### src/rtl/pack_qpsk_if.sv
// Symbol-in / word-out handshake bundle for pack_qpsk.
// The master modport is the source/consumer side; the slave modport is the packer.
interface pack_qpsk_if;
   logic        valid_i;
   logic [1:0]  data_i;
   logic        valid_o;
   logic [31:0] data_o;
   logic        ack_i;
   logic        ovf_o;

   modport master (
      output valid_i,
      output data_i,
      output ack_i,
      input  valid_o,
      input  data_o,
      input  ovf_o
   );

   modport slave (
      input  valid_i,
      input  data_i,
      input  ack_i,
      output valid_o,
      output data_o,
      output ovf_o
   );
endinterface

### src/rtl/pack_qpsk.sv
// Packs 16 QPSK dibits LSB-first into a held 32-bit output word with overflow pulse.
// Optional macro PACK_QPSK_RESYNC_EN: any valid_i gap mid-word discards the partial word.
module pack_qpsk (
   input  logic       CLK,
   input  logic       RST,
   pack_qpsk_if.slave bus
);

   typedef enum logic [0:0] {S_IDLE, S_ACTIVE} state_t;

   state_t      state_q, state_d;
   logic [3:0]  cnt_q, cnt_d;
   logic [31:0] sr_q, sr_d;
   logic [31:0] data_q, data_d;
   logic        valid_q, valid_d;
   logic        ovf_q, ovf_d;
   logic        complete;
   logic        load;

   // The two oldest bits fall off the end of the shift register.
   logic unused_sr;
   assign unused_sr = ^sr_q[1:0];

   always_comb begin
      state_d  = state_q;
      cnt_d    = cnt_q;
      sr_d     = sr_q;
      data_d   = data_q;
      valid_d  = valid_q;
      ovf_d    = 1'b0;
      complete = 1'b0;
      load     = 1'b0;

      if (bus.valid_i) begin
         sr_d  = {bus.data_i, sr_q[31:2]};
         cnt_d = cnt_q + 4'd1;
      end

      case (state_q)
         S_IDLE: begin
            if (bus.valid_i) state_d = S_ACTIVE;
         end
         S_ACTIVE: begin
            if (bus.valid_i && cnt_q == 4'd15) begin
               complete = 1'b1;
               state_d  = S_IDLE;
            end
`ifdef PACK_QPSK_RESYNC_EN
            else if (!bus.valid_i) begin
               state_d = S_IDLE;
               cnt_d   = 4'd0;
            end
`endif
         end
         default: begin
            state_d = S_IDLE;
            cnt_d   = 4'd0;
         end
      endcase

      // An ack in the completion cycle frees the slot for the new word.
      load  = complete && (!valid_q || bus.ack_i);
      ovf_d = complete && valid_q && !bus.ack_i;

      if (load) begin
         data_d  = sr_d;
         valid_d = 1'b1;
      end else if (valid_q && bus.ack_i) begin
         valid_d = 1'b0;
      end
   end

   always_ff @(posedge CLK or posedge RST) begin
      if (RST) begin
         state_q <= S_IDLE;
         cnt_q   <= 4'd0;
         data_q  <= 32'h0;
         valid_q <= 1'b0;
         ovf_q   <= 1'b0;
      end else begin
         state_q <= state_d;
         cnt_q   <= cnt_d;
         data_q  <= data_d;
         valid_q <= valid_d;
         ovf_q   <= ovf_d;
      end
   end

   // Shift register is intentionally not reset; outputs never see stale contents.
   always_ff @(posedge CLK) begin
      sr_q <= sr_d;
   end

   assign bus.valid_o = valid_q;
   assign bus.data_o  = data_q;
   assign bus.ovf_o   = ovf_q;

endmodule

### src/flat_wrapper.sv
// flat-port wrapper written by rule: the top's interface ports become plain ports
module pack_qpsk_flat 
  (CLK, RST, bus_valid_i, bus_data_i, bus_ack_i, bus_valid_o, bus_data_o, bus_ovf_o);
  pack_qpsk_if bus_i ();
  input  logic CLK;
  input  logic RST;
  input wire logic [$bits(bus_i.valid_i)-1:0] bus_valid_i;
  input wire logic [$bits(bus_i.data_i)-1:0] bus_data_i;
  input wire logic [$bits(bus_i.ack_i)-1:0] bus_ack_i;
  output wire logic [$bits(bus_i.valid_o)-1:0] bus_valid_o;
  output wire logic [$bits(bus_i.data_o)-1:0] bus_data_o;
  output wire logic [$bits(bus_i.ovf_o)-1:0] bus_ovf_o;
  assign bus_i.valid_i = bus_valid_i;
  assign bus_i.data_i = bus_data_i;
  assign bus_i.ack_i = bus_ack_i;
  assign bus_valid_o = bus_i.valid_o;
  assign bus_data_o = bus_i.data_o;
  assign bus_ovf_o = bus_i.ovf_o;
  pack_qpsk u_core (.CLK(CLK), .RST(RST), .bus(bus_i));
endmodule
### config.mk
export PLATFORM = sky130hd
export DESIGN_NAME = pack_qpsk_flat
export DESIGN_NICKNAME = d
export VERILOG_FILES = /design/src/rtl/pack_qpsk_if.sv /design/src/rtl/pack_qpsk.sv /design/src/flat_wrapper.sv
export SDC_FILE = /design/constraint.sdc
export NUM_CORES = 1
export LEC_CHECK = 0
export CAP_MARGIN = 20
export CORE_MARGIN = 5
export CORE_UTILIZATION = 30
export DETAILED_ROUTE_END_ITERATION = 10
export GPL_ROUTABILITY_DRIVEN = 0
export PLACE_DENSITY = 0.51
export SLEW_MARGIN = 30
export SYNTH_ARGS = -nofsm -noshare
export SYNTH_HDL_FRONTEND = slang
export SYNTH_SLANG_ARGS = --single-unit
### constraint.sdc
create_clock -name CLK -period 2 [get_ports CLK]
set_input_delay 0.4 -clock CLK [delete_from_list [all_inputs] [get_ports CLK]]
set_output_delay 0.4 -clock CLK [all_outputs]
set_load 0.05 [all_outputs]
==> results of run 1 <==
## layer usage
metal | wire length [um] | track usage (%)
met5 | 0 | 0
met4 | 136 | 6.105
met1 | 2176 | 11.04
met2 | 2003 | 13.52
met3 | 146 | 2.297
## metrics by stage
step / hold slack, ns / util (%) / setup WS, ns / instance area, um2
floorplan: 0.4376 / - / 0.3582 / 2653
global placement: 0.4597 / 36.71 / 0.07839 / 3186
detailed placement: 0.4598 / 36.71 / 0.05063 / 3186
CTS: 0.3677 / 39.10 / 0.03859 / 3393
global route: 0.3756 / 39.10 / 0.008683 / 3393
finish: 0.3587 / 39.10 / 0.08007 / 3393
## final cells by class
cell class,count,area share [%]
Multi-Input combinational cell,78,27.62
Timing Repair Buffer,45,14.53
Clock inverter,5,1.659
Tap cell,108,3.982
Inverter,1,0.1106
Clock buffer,11,4.462
Sequential cell,71,47.64
## power breakdown
group | switching (mW) | total (mW) | internal, mW
clock | 0.515 | 1.16 | 0.642
combinational | 1.48 | 2.67 | 1.19
sequential | 0.331 | 2.36 | 2.03
## worst paths after layout
path	from	to	slack, ns
setup / recovery	u_core.bus.data_o[9]$_DFFE_PP0P_	bus_data_o[9]	0.08
hold / removal	RST	u_core.bus.data_o[23]$_DFFE_PP0P_	0.36
setup reg to reg	u_core.cnt_q[0]$_DFFE_PP0P_	u_core.bus.data_o[25]$_DFFE_PP0P_	0.35
hold reg to reg	u_core.cnt_q[3]$_DFFE_PP0P_	u_core.cnt_q[3]$_DFFE_PP0P_	0.47
max in group asynchronous	RST	u_core.cnt_q[2]$_DFFE_PP0P_	1.15
min in group CLK	bus_valid_i	u_core.cnt_q[0]$_DFFE_PP0P_	0.40
## cells in the mapped netlist (all sizes together)
cell	count	area (um2)
nand2b	1	6.260
o21a	1	7.510
nand3	1	5.000
dfrtp	39	975.9
nor2	1	3.750
ha	1	12.51
xor2	1	8.760
nand2	2	7.510
and4	1	11.26
and3	1	6.260
buf	8	95.08
dfxtp	32	640.6
inv	1	3.750
xnor2	2	17.52
mux2	65	844.6
nand4	1	6.260
## state kept, by name, summed over array words and instances, names as in the netlist
register and cells:
u_core.bus.ovf_o 1, u_core.sr_q 32, u_core.state_q 1, u_core.bus.data_o 32, u_core.cnt_q 4, u_core.bus.valid_o 1
## cells by family (layout without fill, tap and decap cells)
kind of cell	count (synthesis)	after routing
buf+inv	9	62
flops	71	71
fa+ha+maj	1	1
xor+xnor	3	3
mux	65	65
simple gates	8	8
compound gates	1	1
## layout by cell type (no fill, tap or decap), types with 2 or more instances in the layout
| cell type | n |
|---|---|
| dfxtp_1 | 32 |
| dfrtp_1 | 39 |
| nand2_1 | 2 |
| clkbuf_8 | 11 |
| buf_12 | 5 |
| clkdlybuf4s50_1 | 38 |
| mux2_4 | 30 |
| xnor2_1 | 2 |
| mux2_2 | 33 |
| clkinv_2 | 2 |
| mux2_1 | 2 |
==> key figures, run 1 <==
Critical path
  – Crit path DAT: 1.52 ns
  – R2R cell count: 5
  – CP Class: flip-flop to output pin
  – Max FO, Critical Path: 2
  – Max incr delay on CP: around 0.81 ns
  – CP startpoint kind: flip-flop
  – CP top delay family: buffers and inverters
  – Crit path buf inv count: 1
  – Crit end category: output pin
  – Crit path cell chain: clkdlybuf4s50_1
  – Worst EP required: approximately 1.6 ns
  – CP Depth: 1
  – Slowest CP cell: clkdlybuf4s50_1

Logic synthesis
  – Synth Area in XOR/XNOR: less than 1%
  – FF+latch count, synth: 71
  – Post-synthesis mux area share: approximately a third
  – Synth Area in Adders: less than 1%
  – Synth Area in Compound Gates: less than 1%
  – Simple-Gate Fraction of Synth Area: 1.745%
  – Average size of a mapped cell: around 17 um2
  – Syn nets: 165
  – Synthesized cell area: 0.002653 mm2
  – Register area share after synthesis: 60.94%
  – Largest family of logic cells by synthesized area: multiplexers
  – Cells after Synth: 158
  – Synth cell types: 20
  – Yosys Warn Count: 0

Detailed routing
  – Vias: around 1300
  – DRC errors left: 0
  – Starting DRT DRC Count: 28
  – DRT antenna net count: 0
  – DRT Pass-1 Iters: 4
  – Post-Route WL: between 4000 and 5000 um
  – Routed length per placed instance: 13.99 um
  – Avg Vias per Cell: around 4.2

Global route
  – Wire length of the first global-routing pass: around 7600 um
  – Global route total overflow: 0
  – Vias in the first global route: around 1500
  – Total GRT Usage: between 8 and 9%
  – Initial antenna violation count: 0
  – Largest net degree at the start of global routing: 27

Clock network
  – Cts-stage hold buffer count: 0
  – Post-CTS resize count: 0
  – CTS H-tree lvls: 3
  – Post-CTS Setup Repair Bufs: 0
  – CTS tree: done
  – CTS sink count: 71
  – CTS max path bufs: 2
  – Reg clk slew, reported paths: roughly 0.07 ns
  – Clock root buffer: clkbuf_8
  – Worst skew pair latency: 0.33 ns
  – CTS buffer count: 9

Die
  – Die Y: 104.0 um
  – Boundary pin count: 40
  – Die W: ~100 um
  – CORE AREA: 0.008678 mm2
  – Row Count: 34
  – Die ar.: 0.01082 mm2
  – Initial Util: 30.57%

Cells and area
  – Layout Cells excl Fill: between 300 and 400
  – FILL cells: roughly 850
  – Multi-input logic area: roughly 940 um2
  – Reg area: 0.001617 mm2
  – Area growth syn-to-layout: 27.92%
  – N_diodes: 0
  – Share of layout cells above drive strength 1: about 41%
  – Final nets: between 200 and 250

Pwr
  – Max VDD drop: ~0.68 mV
  – Tot Pwr: ~6.2 mW
  – Pleak: approximately 1.4 nW
  – Pwr Density: roughly 1800 mW/mm2

STA
  – Max Slew Vio Count: 0
  – Tmin final: about 1.9 ns
  – Clk_skew: between 0.006 and 0.007 ns
  – Final setup violation count: 0
  – Setup TNS: 0 ns
  – Final period utilization: approximately 96%
  – Least-Margin Pin Slew: ~0.6 ns
  – Slew HR: around three fifths
  – Unrepaired setup endpoints after global routing: no
  – Final Hold Fails: 0
  – Achievable Freq: approximately 0.52 GHz

Place
  – IO buf count: 39
  – Dpl cells: about 300
  – Detail Placement HPWL: approximately 3000 um

Run status
  – Run status: complete, no violations

Job
  – Max_cap viols: 0

Worst hold path
  – Worst hold path type: input port to asynchronous set/reset pin
No activity file was read; power rests on OpenSTA's default activity.
==> inputs of run 2 (changes only) <==
--- a/config.mk
+++ b/config.mk
@@ -11,7 +11,7 @@
 export DETAILED_ROUTE_END_ITERATION = 10
 export GPL_ROUTABILITY_DRIVEN = 0
 export PLACE_DENSITY = 0.51
-export SLEW_MARGIN = 30
+export SLEW_MARGIN = 20
 export SYNTH_ARGS = -nofsm -noshare
 export SYNTH_HDL_FRONTEND = slang
 export SYNTH_SLANG_ARGS = --single-unit
==> results of run 2 <==
Final layout, timing and power as in run 1 (identical DEF).
==> patch 1: new RTL, settings of run 1 <==
Add a define of `PACK_QPSK_RESYNC_EN`.
--- a/src/rtl/pack_qpsk.sv
+++ b/src/rtl/pack_qpsk.sv
@@ -1,5 +1,7 @@
 // Packs 16 QPSK dibits LSB-first into a held 32-bit output word with overflow pulse.
 // Optional macro PACK_QPSK_RESYNC_EN: any valid_i gap mid-word discards the partial word.
+`define PACK_QPSK_RESYNC_EN
+
 module pack_qpsk (
    input  logic       CLK,
    input  logic       RST,
Check against the original RTL: same outputs for any inputs over 10 cycles, from zero or initial values and one cycle with RST high; that may be too few to reach the edited logic, so the function may still have changed.
==> patch 1 against run 1 <==
Critical path depth unchanged; maximum frequency decreased by 0.30%; area after synthesis increased by 0.57%; critical endpoint is now bus_data_o[30]; setup slack got worse by 5.7 ps; final area increased by 0.85%; largest cell class unchanged; sequential cell count unchanged; routed wire length increased by 3.3%.
Power is not compared: it rests on default switching activity, and its combinational part moved more than twofold at a synthesized area within 25%.
==> patch 1: results (changes against run 1) <==
H-Tree Depth - 3 (unchanged)
first-pass GRT wire length - 7690 microns (+1.0%)
Yosys warning total - 0 (unchanged)
vias after detailed routing - 1395 (+3.4%)
Antenna Diode Count - 0 (unchanged)
pin count of the biggest net entering global routing - 40 (+48%)
ratio of cells with drive above 1 in the final layout - 31.5% (-9.7 points)
Post-synth top cells - dfrtp_1, dfxtp_1, mux2_4, mux2_1, mux2_2
Leakage Power - 1.60 nW
overall fraction of global-route tracks in use - 8.88% (-0.033 points)
Worst-Skew Late Latency - 330 ps (about the same)
post-CTS setup buffers - 0 (unchanged)
I/O Buffers - 39 (unchanged)
r2r endpoint - u_core.bus.data_o[14]$_DFFE_PP0P_
Seq/Total Area, Yosys - 60.6% (-0.34 points)
Syn Nets - 174 (+5.5%)
post-synthesis cell type count - 22 (+10%)
dpl ws - 167 ps (+116 ps)
Area contributors post-synth - dfrtp_1, dfxtp_1, mux2_4
flop-to-flop setup slack - 440 ps (+90 ps)
drt first pass iters - 4 (unchanged)
delay-heaviest family, CP - buffers and inverters
syn_area_per_cell - 16.1 sq um (-4.3%)
Clock Tree Buf Depth - 2 (unchanged)
initial antenna violation count - 0 (unchanged)
number of vias per cell - 4.27 (+0.88%)
VDD IR max - 0.284 mV
DP Area - 3220 sq um (+1.2%)
Setup violations, final - 0 (unchanged)
# resized after CTS - 0 (unchanged)
Post-synth ARST share - 54.9% (unchanged)
relative slew slack - 66.4% (+5.5 points)
Initial DRC Count - 26 (-7.1%)
vias in the first global route - 1502 (+2.8%)
nets@finish - 222 (+4.2%)
slowest stage delay, CP - 810 ps (about the same)
Hold Crit Class - input port to async pin
placed insts - 311 (+2.6%)
Worst Reg-to-Reg Cells - 5 (unchanged)
outcome - complete, no violations
WP data arrival - 1530 ps
clk root buf - clkbuf_8
r2r startpoint - u_core.cnt_q[0]$_DFF_PP0_
Clock transition at path regs - 80 ps
CTS Buf Count - 9 (unchanged)
Final Skew - 9.83 ps (+3.14 ps)
post-DP HPWL - 3010 microns (-0.34%)
critical path peak fanout - 2 (unchanged)
slowest stage cell, crit path - clkdlybuf4s50_1
Routed WL per cell - 14.1 microns (+0.77%)
==> patch 1: how the worst max path moves through the flow <==
stage	from	endpoint	slack, ps	cells after the start
2_1_floorplan	u_core.bus.valid_o$_DFFE_PP0P_	u_core.bus.data_o[0]$_DFFE_PP0P_	450	4
3_3_place_gp	bus_ack_i	u_core.bus.data_o[14]$_DFFE_PP0P_	170	5
3_5_place_dp	bus_ack_i	u_core.bus.data_o[14]$_DFFE_PP0P_	170	5
4_1_cts	u_core.bus.data_o[14]$_DFFE_PP0P_	bus_data_o[14]	40	1
5_1_grt	u_core.bus.data_o[18]$_DFFE_PP0P_	bus_data_o[18]	20	1
6_report	u_core.bus.data_o[30]$_DFFE_PP0P_	bus_data_o[30]	70	1
==> patch 1: kinds of logic after synthesis <==
| logic type | share of synthesized area (%) |
|---|---|
| and+or+nand+nor | 3.10 |
| AOI/OAI and AO/OA | 0.985 |
| muxes | 31.2 |
| adders and majority gates | 0.938 |
| xor gates and xnor gates | 0.657 |
| buffers and inverters | 2.49 |
| DFF | 60.6 |
==> patch 1: tightest hold or removal path, stage by stage <==
cell and delay, ps:
clkdlybuf4s50_1 400, clkinv_1 70, buf_12 230
==> patch 1: final cells by class <==
type	instances	area (sq um)
clock inverter	6	60.1
multi-input combinational	85	985
timing repair buffer	45	480
tap	108	135
clock buffer	10	138
inverter	2	7.51
fill	849	5260
sequential	71	1620
==> patch 1: report_power, final <==
part | switching, mW | total (mW) | leakage, nW | internal, mW
logic | 0.206 | 0.442 | 0.695 | 0.236
registers | 0.126 | 1.84 | 0.809 | 1.71
clock network | 0.525 | 1.13 | 0.0981 | 0.603
==> patch 1: per-stage QoR <==
stage | util (%) | hold WS [ps] | power [mW]
floorplan | - | 449 | 2.18
global placement | 37.2 | 465 | 2.30
detailed placement | 37.2 | 471 | 2.32
CTS | 39.4 | 393 | 3.47
global route | 39.4 | 413 | 3.62
finish | 39.4 | 395 | 3.41
==> patch 1: routing by layer <==
| layer | track usage (%) | wire (microns) | vias up | share of wire, % |
|---|---|---|---|---|
| met5 | 0 | 0 | - | 0 |
| met4 | 4.72 | 77 | 0 | 1.7 |
| met3 | 3.35 | 276 | 8 | 6.0 |
| met2 | 12.4 | 1960 | 33 | 42 |
| met1 | 11.8 | 2300 | 680 | 50 |
| li1 | - | - | 674 | - |
==> patch 2: new RTL, flow settings as in run 1 <==
Made on the original files. `data_q` no longer has a reset.
--- a/src/rtl/pack_qpsk.sv
+++ b/src/rtl/pack_qpsk.sv
@@ -74,16 +74,18 @@
       if (RST) begin
          state_q <= S_IDLE;
          cnt_q   <= 4'd0;
-         data_q  <= 32'h0;
          valid_q <= 1'b0;
          ovf_q   <= 1'b0;
       end else begin
          state_q <= state_d;
          cnt_q   <= cnt_d;
-         data_q  <= data_d;
          valid_q <= valid_d;
          ovf_q   <= ovf_d;
       end
+   end
+
+   always_ff @(posedge CLK) begin
+      data_q <= data_d;
    end
 
    // Shift register is intentionally not reset; outputs never see stale contents.
Check against the original RTL: no difference found for any inputs over 10 cycles, from zero or initial values and one cycle with RST high; that may be too few to reach the edited logic, so the function may still have changed.
==> patch 2 against run 1 <==
Sequential share of layout area rose by 9.6 points; area after synthesis down 11%; routed wire length down 18%; global-route usage is 0.70 points lower; setup slack improved by 20 ps; sequential cell count unchanged; die area decreased by 9.6%; final area decreased by 8.6%; count of clock-buffer cells in the layout fell by 1.
Power is not compared: it rests on default switching activity, and its combinational part moved more than twofold at a synthesized area within 25%.
==> patch 2: results (changes against run 1) <==
delay-heaviest family, CP - buffers and inverters
clk root buf - clkbuf_8
Clock transition at path regs - 70 ps (about the same)
critical path peak fanout - 2 (unchanged)
Yosys warning total - 0 (unchanged)
I/O Buffers - 39 (unchanged)
Post-synth top cells - dfxtp_1, edfxtp_1, mux2_2, mux2_4, dfrtp_1
H-Tree Depth - 3 (unchanged)
VDD IR max - 0.552 mV
overall fraction of global-route tracks in use - 8.22% (-0.70 points)
drt first pass iters - 2 (-2)
WP data arrival - 1500 ps (-20 ps)
slowest stage delay, CP - 810 ps (about the same)
Syn Nets - 129 (-22%)
Synth Flop Type - edfxtp_1
ratio of cells with drive above 1 in the final layout - 33.3% (-7.9 points)
Post-synth ARST share - 9.86% (-45 points)
Clock Tree Buf Depth - 2 (unchanged)
Final Skew - 5.85 ps (-0.841 ps)
# resized after CTS - 0 (unchanged)
Area contributors post-synth - edfxtp_1, dfxtp_1, mux2_4
CTS Buf Count - 9 (unchanged)
number of vias per cell - 3.96 (-6.4%)
post-DP HPWL - 2520 microns (-17%)
Post-synth EDFFs - 32 (+32)
pin count of the biggest net entering global routing - 33 (+22%)
outcome - complete, no violations
Hold Crit Class - input port to async pin
Routed WL per cell - 13.1 microns (-6.7%)
Antenna Diode Count - 0 (unchanged)
initial antenna violation count - 0 (unchanged)
switching pwr - 1.12 mW
vias in the first global route - 1209 (-17%)
Seq/Total Area, Yosys - 74.9% (+14 points)
post-synthesis cell type count - 19 (-5.0%)
slowest stage cell, crit path - clkdlybuf4s50_1
Leakage Power - 1.18 nW
Worst-Skew Late Latency - 340 ps
DRC - 0 (unchanged)
post-CTS setup buffers - 0 (unchanged)
# fillers - 704 (-17%)
relative slew slack - 65.8% (+5.0 points)
nets@finish - 179 (-16%)
Initial DRC Count - 52 (+86%)
first-pass GRT wire length - 6160 microns (-19%)
patch 2: cell count changes after synthesis, sizes merged, moves of 4 or more:
cell,change
edfxtp,+32
buf,-4
dfrtp,-32
mux2,-31
patch 2: kinds of logic after synthesis:
kind of cell	synth area share (%)
buffers and inverters	2.11
AND/OR/NAND/NOR	2.01
multiplexers	18.7
XOR/XNOR	1.43
AO/OA/AOI/OAI	0.317
adder cells (fa/ha/maj)	0.528
flip-flops	74.9
patch 2: power by group through the flow:
stage                     Clock, mW  Sequential (mW)  Combinational, mW
after detailed placement          0             2.19              0.845
after global placement            0             2.18              0.822
final                          1.14             2.16              0.837
after CTS                      1.18             2.16              0.851
after global routing           1.25             2.20              0.905
after floorplan                   0             2.32              0.477
patch 2: worst paths after layout:
kind | startpoint | end | slack (ps) | depth (start not counted)
worst max-delay path | u_core.bus.valid_o$_DFFE_PP0P_ | bus_valid_o | 100 | 1
worst min-delay path | RST | u_core.bus.ovf_o$_DFF_PP0_ | 290 | 2
worst max register to register | u_core.cnt_q[0]$_DFFE_PP0P_ | u_core.bus.data_o[0]$_DFFE_PP_ | 430 | 4
worst min register to register | u_core.sr_q[0]$_DFF_P_ | u_core.sr_q[0]$_DFF_P_ | 470 | 1
max in group asynchronous | RST | u_core.cnt_q[3]$_DFFE_PP0P_ | 1510 | 2
min in group CLK | bus_valid_i | u_core.bus.ovf_o$_DFF_PP0_ | 430 | 3
patch 2: area by class of cell:
type                            instances  area (sq um)  share of cell area [%]
Clock buffer                           10           138                    4.44
Clock inverter                          6          70.1                    2.26
Inverter                                2          7.51                   0.242
Multi-Input combinational cell         45           556                    17.9
Sequential cell                        71          1780                    57.3
Tap cell                              102           128                    4.11
Timing Repair Buffer                   43           428                    13.8
patch 2: stage by stage:
stage	instances	utilization [%]	total power [mW]	setup slack, ps	area [sq um]
2_1_floorplan	122	-	2.79	14.1	2380
3_3_place_gp	263	37.5	3.00	368	2900
3_5_place_dp	263	37.5	3.04	319	2900
4_1_cts	279	40.2	4.19	71.4	3100
5_1_grt	279	40.2	4.35	37.9	3100
6_report	279	40.2	4.13	101	3100
patch 2: per-layer routing:
metal  track usage (%)  share of wire, %  routed length [microns]  up-vias
met5                 0                 0                        0        -
met4              2.84              0.80                       29        0
met3              5.52               7.5                      273        3
met2              12.9                49                     1780       33
met1              8.88                43                     1560      527
li1                  -                 -                        -      541
